--- src/rtl/spi_protocol_monitor.sv ---
// spi_protocol_monitor
//   Passive SPI slave-side protocol monitor. Taps SS_n/MOSI/MISO, samples
//   everything on the rising edge of clk, decodes each frame and reports
//   results and protocol errors. All outputs come straight from flops.
//
//   Frame: 1 start cycle, 3-bit command (MSB first), DATA_WIDTH-bit MOSI
//   payload, and for rd-data a DATA_WIDTH-bit MISO response; then SS_n
//   must rise within TAIL_MAX low cycles.
//
//   Ports
//     clk, rst          clock, synchronous active-high reset
//     SS_n, MOSI, MISO  tapped SPI pins
//     err_clr           clears err_status (a same-cycle pulse wins)
//     frame_done        1-cycle pulse per legally completed frame
//     frame_cmd         cmd[1:0] of last completed frame
//     frame_payload     MOSI payload of last completed frame
//     frame_resp        MISO response of last completed rd-data frame
//     err_pulse         1-cycle error pulses
//     err_status        sticky errors: [0] illegal cmd, [1] short frame,
//                       [2] long frame, [3] MISO violation, [4] order
//     cnt_*             legal completed frames per command
//
//   Optional: define SPI_MON_CNT_EN to build the four saturating frame
//   counters; otherwise the count ports are tied to 0.

module spi_protocol_monitor #(
    parameter int DATA_WIDTH = 8,
    parameter int TAIL_MAX   = 2,
    parameter int CNT_WIDTH  = 16
) (
    input  logic                  clk,
    input  logic                  rst,
    input  logic                  SS_n,
    input  logic                  MOSI,
    input  logic                  MISO,
    input  logic                  err_clr,
    output logic                  frame_done,
    output logic [1:0]            frame_cmd,
    output logic [DATA_WIDTH-1:0] frame_payload,
    output logic [DATA_WIDTH-1:0] frame_resp,
    output logic [4:0]            err_pulse,
    output logic [4:0]            err_status,
    output logic [CNT_WIDTH-1:0]  cnt_wr_addr,
    output logic [CNT_WIDTH-1:0]  cnt_wr_data,
    output logic [CNT_WIDTH-1:0]  cnt_rd_addr,
    output logic [CNT_WIDTH-1:0]  cnt_rd_data
);

    // bit counter must reach both 2 (command) and DATA_WIDTH-1
    localparam int CW = $clog2(DATA_WIDTH) + 2;
    // tail counter must reach TAIL_MAX+1 so the long-frame flag fires once
    localparam int TW = $clog2(TAIL_MAX + 2);

    localparam int E_ILL   = 0;
    localparam int E_SHORT = 1;
    localparam int E_LONG  = 2;
    localparam int E_MISO  = 3;
    localparam int E_ORDER = 4;

    typedef enum logic [2:0] {
        IDLE, START, CMD, PAYLOAD, RESP, DONE, WAIT
    } state_t;

    state_t                state_q, state_d;
    logic [CW-1:0]         bit_cnt_q, bit_cnt_d;
    logic [TW-1:0]         tail_cnt_q, tail_cnt_d;
    logic [1:0]            cmd_sr_q, cmd_sr_d;
    logic [1:0]            cmd_q, cmd_d;
    logic [DATA_WIDTH-1:0] pay_sr_q, pay_sr_d;
    logic [DATA_WIDTH-1:0] resp_sr_q, resp_sr_d;
    logic                  after_resp_q, after_resp_d;
    logic                  rd_valid_q, rd_valid_d;
    logic                  miso_prev_q, miso_prev_d;

    logic                  frame_done_q, frame_done_d;
    logic [1:0]            frame_cmd_q, frame_cmd_d;
    logic [DATA_WIDTH-1:0] frame_payload_q, frame_payload_d;
    logic [DATA_WIDTH-1:0] frame_resp_q, frame_resp_d;
    logic [4:0]            err_pulse_q, err_pulse_d;
    logic [4:0]            err_status_q, err_status_d;

    logic [2:0]            cmd_full;

    always_comb begin
        state_d         = state_q;
        bit_cnt_d       = bit_cnt_q;
        tail_cnt_d      = tail_cnt_q;
        cmd_sr_d        = cmd_sr_q;
        cmd_d           = cmd_q;
        pay_sr_d        = pay_sr_q;
        resp_sr_d       = resp_sr_q;
        after_resp_d    = 1'b0;
        rd_valid_d      = rd_valid_q;
        miso_prev_d     = MISO;
        frame_done_d    = 1'b0;
        frame_cmd_d     = frame_cmd_q;
        frame_payload_d = frame_payload_q;
        frame_resp_d    = frame_resp_q;
        err_pulse_d     = '0;

        cmd_full = {cmd_sr_q, MOSI};

        // MISO must hold while selected, except while the slave drives the
        // response and the one cycle it takes to release the line after it.
        if (!SS_n && (MISO != miso_prev_q) && (state_q != RESP) &&
            !((state_q == DONE) && after_resp_q))
            err_pulse_d[E_MISO] = 1'b1;
        if ((state_q == IDLE) && SS_n && MISO)
            err_pulse_d[E_MISO] = 1'b1;

        case (state_q)
            IDLE: begin
                if (!SS_n) state_d = START;
            end
            START: begin
                if (SS_n) begin
                    err_pulse_d[E_SHORT] = 1'b1;
                    state_d              = IDLE;
                end else begin
                    bit_cnt_d = '0;
                    state_d   = CMD;
                end
            end
            CMD: begin
                if (SS_n) begin
                    err_pulse_d[E_SHORT] = 1'b1;
                    state_d              = IDLE;
                end else begin
                    cmd_sr_d = cmd_full[1:0];
                    if (bit_cnt_q == CW'(2)) begin
                        bit_cnt_d = '0;
                        // legal codes are 000, 001, 110, 111
                        if (cmd_full[2] == cmd_full[1]) begin
                            cmd_d   = cmd_full[1:0];
                            state_d = PAYLOAD;
                        end else begin
                            err_pulse_d[E_ILL] = 1'b1;
                            state_d            = WAIT;
                        end
                    end else begin
                        bit_cnt_d = bit_cnt_q + CW'(1);
                    end
                end
            end
            PAYLOAD: begin
                if (SS_n) begin
                    err_pulse_d[E_SHORT] = 1'b1;
                    state_d              = IDLE;
                end else begin
                    pay_sr_d = {pay_sr_q[DATA_WIDTH-2:0], MOSI};
                    if (bit_cnt_q == CW'(DATA_WIDTH - 1)) begin
                        bit_cnt_d  = '0;
                        tail_cnt_d = '0;
                        state_d    = (cmd_q == 2'b11) ? RESP : DONE;
                    end else begin
                        bit_cnt_d = bit_cnt_q + CW'(1);
                    end
                end
            end
            RESP: begin
                if (SS_n) begin
                    err_pulse_d[E_SHORT] = 1'b1;
                    state_d              = IDLE;
                end else begin
                    resp_sr_d = {resp_sr_q[DATA_WIDTH-2:0], MISO};
                    if (bit_cnt_q == CW'(DATA_WIDTH - 1)) begin
                        bit_cnt_d    = '0;
                        tail_cnt_d   = '0;
                        after_resp_d = 1'b1;
                        state_d      = DONE;
                    end else begin
                        bit_cnt_d = bit_cnt_q + CW'(1);
                    end
                end
            end
            DONE: begin
                if (SS_n) begin
                    state_d         = IDLE;
                    frame_done_d    = 1'b1;
                    frame_cmd_d     = cmd_q;
                    frame_payload_d = pay_sr_q;
                    if (cmd_q == 2'b10) rd_valid_d = 1'b1;
                    if (cmd_q == 2'b11) begin
                        frame_resp_d = resp_sr_q;
                        if (!rd_valid_q) err_pulse_d[E_ORDER] = 1'b1;
                        rd_valid_d = 1'b0;
                    end
                end else begin
                    // counter stops past TAIL_MAX so the flag fires only once
                    if (tail_cnt_q == TW'(TAIL_MAX)) err_pulse_d[E_LONG] = 1'b1;
                    if (tail_cnt_q <= TW'(TAIL_MAX)) tail_cnt_d = tail_cnt_q + TW'(1);
                end
            end
            WAIT: begin
                if (SS_n) state_d = IDLE;
            end
            default: state_d = IDLE;
        endcase

        err_status_d = (err_clr ? 5'd0 : err_status_q) | err_pulse_d;
    end

    always_ff @(posedge clk) begin
        if (rst) begin
            state_q         <= IDLE;
            bit_cnt_q       <= '0;
            tail_cnt_q      <= '0;
            cmd_sr_q        <= '0;
            cmd_q           <= '0;
            pay_sr_q        <= '0;
            resp_sr_q       <= '0;
            after_resp_q    <= 1'b0;
            rd_valid_q      <= 1'b0;
            miso_prev_q     <= 1'b0;
            frame_done_q    <= 1'b0;
            frame_cmd_q     <= '0;
            frame_payload_q <= '0;
            frame_resp_q    <= '0;
            err_pulse_q     <= '0;
            err_status_q    <= '0;
        end else begin
            state_q         <= state_d;
            bit_cnt_q       <= bit_cnt_d;
            tail_cnt_q      <= tail_cnt_d;
            cmd_sr_q        <= cmd_sr_d;
            cmd_q           <= cmd_d;
            pay_sr_q        <= pay_sr_d;
            resp_sr_q       <= resp_sr_d;
            after_resp_q    <= after_resp_d;
            rd_valid_q      <= rd_valid_d;
            miso_prev_q     <= miso_prev_d;
            frame_done_q    <= frame_done_d;
            frame_cmd_q     <= frame_cmd_d;
            frame_payload_q <= frame_payload_d;
            frame_resp_q    <= frame_resp_d;
            err_pulse_q     <= err_pulse_d;
            err_status_q    <= err_status_d;
        end
    end

    assign frame_done    = frame_done_q;
    assign frame_cmd     = frame_cmd_q;
    assign frame_payload = frame_payload_q;
    assign frame_resp    = frame_resp_q;
    assign err_pulse     = err_pulse_q;
    assign err_status    = err_status_q;

`ifdef SPI_MON_CNT_EN
    // indexed by cmd code: 0 wr-addr, 1 wr-data, 2 rd-addr, 3 rd-data
    logic [3:0][CNT_WIDTH-1:0] cnt_q, cnt_d;

    always_comb begin
        cnt_d = cnt_q;
        if (frame_done_d && (cnt_q[cmd_q] != {CNT_WIDTH{1'b1}}))
            cnt_d[cmd_q] = cnt_q[cmd_q] + CNT_WIDTH'(1);
    end

    always_ff @(posedge clk) begin
        if (rst) cnt_q <= '0;
        else     cnt_q <= cnt_d;
    end

    assign cnt_wr_addr = cnt_q[0];
    assign cnt_wr_data = cnt_q[1];
    assign cnt_rd_addr = cnt_q[2];
    assign cnt_rd_data = cnt_q[3];
`else
    assign cnt_wr_addr = '0;
    assign cnt_wr_data = '0;
    assign cnt_rd_addr = '0;
    assign cnt_rd_data = '0;
`endif

endmodule

--- config.mk ---
export PLATFORM = sky130hd
export DESIGN_NAME = spi_protocol_monitor
export DESIGN_NICKNAME = d
export VERILOG_FILES = /design/src/rtl/spi_protocol_monitor.sv
export SDC_FILE = /design/constraint.sdc
export NUM_CORES = 1
export LEC_CHECK = 0
export CAP_MARGIN = 20
export CELL_PAD_IN_SITES_DETAIL_PLACEMENT = 0
export CELL_PAD_IN_SITES_GLOBAL_PLACEMENT = 1
export CORE_ASPECT_RATIO = 1.1
export CORE_MARGIN = 1
export CORE_UTILIZATION = 38
export CTS_BUF_LIST = sky130_fd_sc_hd__clkbuf_8
export CTS_CLUSTER_SIZE = 10
export DETAILED_ROUTE_END_ITERATION = 8
export PLACE_DENSITY = 0.88
export SLEW_MARGIN = 20
export SYNTH_ARGS = -nofsm -noshare
export SYNTH_HDL_FRONTEND = slang
export SYNTH_SLANG_ARGS = --single-unit
--- constraint.sdc ---
create_clock -name clk -period 2.32 [get_ports clk]
set_input_delay 0.348 -clock clk [delete_from_list [all_inputs] [get_ports clk]]
set_output_delay 0.348 -clock clk [all_outputs]
set_load 0.01 [all_outputs]
* Word level (Yosys, flattened, before mapping)
Cells that the tools add are included.
** Operators by class
- $add $sub $neg :: 2
- Order comparisons :: 1
- Equality and inequality tests :: 25
- Multiplexer cells :: 42
- Bitwise gates (word level) :: 4
- Reductions and logical operators :: 27
** Operators by type and width (count)
- 2-to-1 mux 5 bit :: 6
- 2-to-1 mux 3 bit :: 9
- 2-to-1 mux 1 bit :: 19
- one-hot mux 3 bit (6 select lines) :: 1
- one-hot mux 5 bit (3 select lines) :: 1
- != test 3 bit (second input constant) :: 4
- 2-to-1 mux 2 bit :: 5
- != test 2 bit (second input constant) :: 5
- AND reduction 5 bit :: 2
- equality test 3 bit (second input constant) :: 3
- AND reduction 2 bit :: 4
- AND reduction 4 bit :: 2
- equality test 2 bit (second input constant) :: 3
- equality test 3 x 2 -> 1 bit (second input constant) :: 2
- logical AND 1 bit :: 6
- != test 2 x 1 -> 1 bit (second input constant) :: 3
- AND reduction 3 bit :: 2
- OR reduction 2 bit :: 3
- adder 5 x 1 -> 5 bit (second input constant) :: 1
- equality test 5 x 2 -> 1 bit (second input constant) :: 1
- equality test 5 x 3 -> 1 bit (second input constant) :: 1
- bitwise OR 5 bit :: 1
- one-hot mux 2 bit (2 select lines) :: 1
- nonzero test 2 bit :: 2
- other kinds (11) :: 14
** Storage, ports and cells
- Register bits after elaboration :: 62
- Input port bits :: 6
- Output and inout bits :: 93
- Logic and storage cells :: 117

* Depth between registers and ports, before layout
Gate-level depths: netlist of the first run.
- Word-level depth :: 7
- Mapped depth :: 6
- Depth with buffers taken out :: 6

* Worst setup path before layout of the first run
No wires, ideal clock.
- Path type :: reg-to-reg
- Start :: register bit_cnt_q[0]
- End :: register state_q[0]
- Library setup time :: 127 ps
- Arrival time :: 1374 ps
- Required time :: 2193 ps
- Path slack :: 819 ps
- Cell stages (with the launch flop) :: 7
- Path buffers :: 0
- Clock period less this slack :: 1501 ps
- Path through :: dfxtp_1 -> inv_1 -> ha_1 -> nor4b_4 -> a2111oi_0 -> a211oi_2 -> mux2i_1
** Between the ends
- Word-level cells in the longest chain between the ends :: 3
- Elaborated cells on any way between the ends :: 6
- Classes of those cells :: eq/ne (5); reduce/logical (1)
** Ends and longest elaborated chain
- start: declaration :: RTL line 65 : logic [CW-1:0] bit_cnt_q, bit_cnt_d;
- start signal: assignment :: RTL line 223 : bit_cnt_q <= bit_cnt_d;
- equality test 5 x 3 -> 1 bit or equality test 5 x 2 -> 1 bit (tied branches) :: RTL line 151, 166, 130
- != test 3 bit (no source line)
- AND reduction 5 bit (no source line) *
- end signal: assignment :: RTL line 222 : state_q <= state_d;
- end: declaration :: RTL line 64 : state_t state_q, state_d;
Mark *: on every way between the ends. The rest lies on a longest branch, timed or not.
A chain may end at the register's enable or synchronous reset.

* Worst setup path in the final report of the first run
- Start :: register state_q[2]
- End :: register frame_payload_q[4], in the netlist frame_payload[4]
** Between the ends
- Word-level cells in the longest chain between the ends :: 2
** Ends and longest elaborated chain
- equality test 3 bit :: RTL line 111 : case (state_q)
- AND reduction 2 bit (no source line)
- end signal: assignment :: RTL line 234 : frame_payload_q <= frame_payload_d;
- end: declaration :: RTL line 77 : logic [DATA_WIDTH-1:0] frame_payload_q, frame_payload_d;
No other way between the ends.

==> results of run 1 <==
-- routing by layer --
| layer | global-route usage | share of wire |
|---|---|---|
| met1 | 0.178 | 0.46 |
| met5 | 0 | 0 |
| met2 | 0.231 | 0.48 |
| met4 | 0.0484 | 0.014 |
| met3 | 0.0637 | 0.051 |
-- area by class of cell --
class                           count  area share
Tap cell                          108      0.0388
Sequential cell                    62       0.357
Multi-Input combinational cell    272       0.428
Clock inverter                      5      0.0147
Clock buffer                       10      0.0395
Inverter                           12      0.0129
Timing Repair Buffer               40       0.109
-- stage by stage --
stage,instances,worst slack (ps),hold slack (ps)
finish,509,492,365
global route,509,323,359
CTS,509,474,345
detailed placement,494,199,438
global placement,494,266,435
floorplan,429,819,425
-- power by group --
group / leakage [nW] / internal [W] / switching (W) / total [W]
registers: 0.501 / 0.00108 / 0.0000345 / 0.00112
clock network: 0.0993 / 0.000511 / 0.000397 / 0.000909
logic: 0.813 / 0.0000794 / 0.000152 / 0.000232
total: 1.41 / 0.00167 / 0.000584 / 0.00226
-- worst reg2reg max path, stage by stage (launching register included) --
cell and delay, ps:
dfxtp_1 670, nor2b_1 370, nand3_1 400, nand2_1 190, a21oi_1 80
-- state kept, by name, summed over array words and instances, names as in the netlist --
register and count:
after_resp_q 1, bit_cnt_q 5, pay_sr_q 8, frame_done 1, cmd_sr_q 2, err_pulse 5, frame_resp 8, resp_sr_q 8
err_status 5, frame_payload 8, miso_prev_q 1, state_q 3, rd_valid_q 1, frame_cmd 2, cmd_q 2, tail_cnt_q 2
-- logic make-up (layout without fill, tap and decap cells) --
group	Yosys count	in the layout	synth area share
AOI/OAI and AO/OA	64	64	0.127
xor gates and xnor gates	3	3	0.00841
adders and majority gates	4	4	0.0160
buffers and inverters	95	67	0.201
muxes	13	13	0.0416
and+or+nand+nor	124	124	0.207
DFF	62	62	0.397
other	1	64	0.00120
-- cell usage in the layout, fill, tap and decap left out, types with 2 or more instances in the layout --
cell             count
clkdlybuf4s50_1     33
buf_4                6
mux2i_1             13
nand2b_1             4
conb_1              64
xnor2_1              2
a21oi_1             36
nor4b_4              3
inv_1               13
o31ai_1              3
o21ai_0              7
a211oi_1             3
clkbuf_8            10
nor2b_1              4
nand3_1              8
a21o_1               2
nor3_1               4
clkinv_2             2
nand2_1             63
ha_1                 4
nor2_1              19
and3_1               4
and4b_1              2
or3_1                3
dfxtp_1             62
o32ai_1              2
-- final timing paths --
path | from | to | depth (start not counted)
max | state_q[2] | frame_payload[4] | 4
min | rst | err_pulse[0] | 2
max reg2reg | state_q[2] | frame_payload[4] | 4
min reg2reg | err_status[1] | err_status[1] | 1
==> reports/metrics.yaml, run 1 <==
status: "finished clean"
drive_gt1_frac: 0.0823
cts-root-buf: "clkbuf_8"
cts_max_level: 3
grt_usage: 0.147
cp_slowest_stage_delay_ps: 670
p_per_area_mw_per_mm2: 648
final-max-slew-violation-count: 0
grt_pass1_wl_um: 9610
die_h_um: 97.1
yosysTopAreaCell: "dfxtp_1"
synth_enable_flop_cells: 0
place_area_mm2: 0.00329
synthTopCellsByCount: "67 x buf_4, 63 x nand2_1, 62 x dfxtp_1"
hpwl_um: 4170
clock-sinks: 62
die_x_um: 88.5
gp_congestion: 0.846
seqCellArea_mm2: 0.00124
setup.worst_path.end_class: "flop"
fin_nets: 407
max_freq_mhz: 547
grt_pass1_vias: 2069
syn_avg_cell_area_um2: 8.54
synthDistinctLibCells: 49
drt_pre_antenna_iters: 4
cts_buffers: 9
diodes: 0
ys_seq_elements: 62
fill_cells: 817
syn_inst: 366
multi_input_area_mm2: 0.00149
ys_seq_area_frac: 0.397
fin_crit_sh: 0.788
synth_top_area_share: 0.397
yosysWarnings: 0
area_delta_synth_final_pct: 11.4
ctsResizeCount: 0
clkTransAtPathRegs_ps: 70
synthFlopType: "dfxtp_1"
cp_top_family: "simple AND/OR/NAND/NOR gates"
r2r_slack_ps: 490
path_max_fanout: 15
setup_viol: 0
fin_tns_setup_ps: 0
criticalPathCategory: "reg -> reg"
crit_buf_inv: 0
cp.required_ps: 2530
hold_buffers: 0
synthArstFlopShare: 0
grt_start_max_net_pins: 43
drt-vias-per-instance: 4.49
drtIter0Drc: 119
antenna_left: 0
grt_overflow: 0
p_leak_nw: 1.41
period_needed_ps: 1830
path_cells: "nor2b_1, nand3_1, nand2_1, a21oi_1"
hold_class: "in -> reg"
clockBufferDepth: 2
drc: 0
vias: 2283
cts_tree: "yes"
maxCapViolCount: 0
startpoint_type: "flop"
yosysMostFrequentCell: "buf_4"
core_mm2: 0.00796
dieArea_mm2: 0.00859
ys_top_cells_by_area: "dfxtp_1 40%, buf_4 16%, nand2_1 7.6%"
ios: 99
fin_util: 0.438
routedWlPerCell_um: 11.5
slew-limit-headroom: 0.611
synth_area_mm2: 0.00312
rsz0062_at_grt: "false"
ir_worst_vdd_uv: 401
postCtsSetupBuffers: 0
wl_um: 5880
power_w: 0.00226
skew_ps: 7.67
tightest_slew_ps: 583
design_area_mm2: 0.00348
finalHoldViolations: 0
start_util: 0.393
crit_slowest_cell: "dfxtp_1"
fp-row-count: 34
antenna_found_initial: 0
critPathArrivalTime_ps: 2040
clk_latency_ps: 340
port_buffers: 34
No activity file was read; power rests on OpenSTA's default activity.
==> inputs of run 2 (changes only) <==
- CORE_UTILIZATION: 38 -> 35
- PLACE_DENSITY: 0.88 -> 0.81
- clock period: 2.32 -> 1.7 ns (I/O delays scaled with it)
==> run 2 against run 1 <==
Effect of this change:
- clock skew barely moved
- sequential power rose by 35%
- non-clock buffer count rose by 21
- utilization fell by 0.88 points
- sequential cell count did not move
- critical path type unchanged
- critical endpoint is now tail_cnt_q[1]
- largest power group unchanged
==> reports/metrics.yaml, run 2 (synthesis gave the netlist of run 1 again) <==
status: "finished clean"
rsz0062_at_grt: "false"
ios: 99
design_area_mm2: 0.00366
final_cell_count_no_fill: 534
crit_start: "state_q[1]"
max_freq_mhz: 615
place_area_mm2: 0.00347
seq_power_share: 0.495
r2r_slack_ps: 70
combinationalPowerShare: 0.121
diodes: 0
clkTransAtPathRegs_ps: 70
cp.required_ps: 1980
grt_pass1_wl_um: 9680
finalHoldViolations: 0
placed_cells: 518
clockBufferDepth: 2
drtIter0Drc: 124
drt_pre_antenna_iters: 4
core_mm2: 0.00854
fin_crit_sh: 0.956
seqCellArea_mm2: 0.00124
hold_class: "in -> reg"
cts_tree: "yes"
cts_max_level: 3
routedWlPerCell_um: 11.6
cts-root-buf: "clkbuf_8"
drt-vias-per-instance: 4.48
area_delta_synth_final_pct: 17.2
power_w: 0.00306
fin_util: 0.429
final_cell_mix: "64 x conb_1, 63 x nand2_1, 62 x dfxtp_1"
grt_usage: 0.134
p_per_area_mw_per_mm2: 835
period_needed_ps: 1630
final-max-slew-violation-count: 0
switching_share: 0.273
fp-row-count: 35
die_h_um: 101
hold_buffers: 0
die_x_um: 92.1
skew_ps: 7.99
hpwl_um: 4500
worstHoldStart: "rst"
hold_ws_ps: 232
criticalPathCategory: "reg -> reg"
drive_gt1_frac: 0.137
cts_buffers: 9
power.switching_w: 0.000835
multi_input_area_mm2: 0.00150
startpoint_type: "flop"
postCtsSetupBuffers: 0
grt_start_max_net_pins: 48
gp_congestion: 0.836
vias: 2394
antenna_found_initial: 0
grt_overflow: 0
critPathArrivalTime_ps: 1900
intPower_w: 0.00222
drc: 0
setup.worst_path.end_class: "flop"
maxCapViolCount: 0
fin_nets: 428
final_common_cell: "conb_1"
path_max_fanout: 13
wl_um: 6170
fill_cells: 875
ir_worst_vdd_uv: 450
clock-sinks: 62
clk_latency_ps: 340
antenna_left: 0
grt_pass1_vias: 2070
p_leak_nw: 1.51
start_util: 0.366
setup_viol: 0
port_buffers: 34
dieArea_mm2: 0.00931
reg2reg_from: "state_q[1]"
clock_power_share: 0.384
==> run 2: area by class of cell <==
cell class                      count  share of cell area
Inverter                           12              0.0123
Clock inverter                      5             0.00923
Sequential cell                    62               0.339
Timing Repair Buffer               61               0.150
Tap cell                          111              0.0379
Clock buffer                       11              0.0414
Multi-Input combinational cell    272               0.410
==> run 2: timing repair <==
action | CTS | global route
pin swaps | 0 | 0
endpoints found under the setup margin | 1 | 3
resized for setup | 1 | 3
==> run 2: worst max-delay path, cell delays in order, from the launching register on <==
cell and delay, ps:
dfxtp_1 430, buf_4 200, buf_4 140, nor4b_4 300, o21ai_2 90, a211o_1 270, a21oi_2 120
==> run 2: path summary, 6_finish.rpt <==
| check | end | cells after the start |
|---|---|---|
| setup / recovery | tail_cnt_q[1] | 6 |
| hold / removal | err_pulse[0] | 2 |
| setup reg to reg | tail_cnt_q[1] | 6 |
| hold reg to reg | frame_payload[3] | 2 |
==> run 2: power by group through the flow <==
stage | combinational, W | sequential [W] | clock [W]
final | 0.000370 | 0.00151 | 0.00117
after global routing | 0.000405 | 0.00152 | 0.00128
after CTS | 0.000365 | 0.00151 | 0.00121
after detailed placement | 0.000364 | 0.00154 | 0
after global placement | 0.000358 | 0.00154 | 0
after floorplan | 0.000371 | 0.00153 | 0
==> run 2: metal layers <==
layer | global-route usage | share of wire | wire length, µm
met3 | 0.0415 | 0.047 | 293
met4 | 0.0589 | 0.020 | 121
met1 | 0.158 | 0.43 | 2680
met2 | 0.223 | 0.50 | 3080
met5 | 0 | 0 | 0
==> run 2: per-stage QoR <==
stage               setup slack [ps]  setup TNS (ps)
floorplan                        199               0
global placement               -99.8           -1110
detailed placement              -118           -1020
CTS                             22.0               0
global route                    7.77               0
finish                          74.8               0
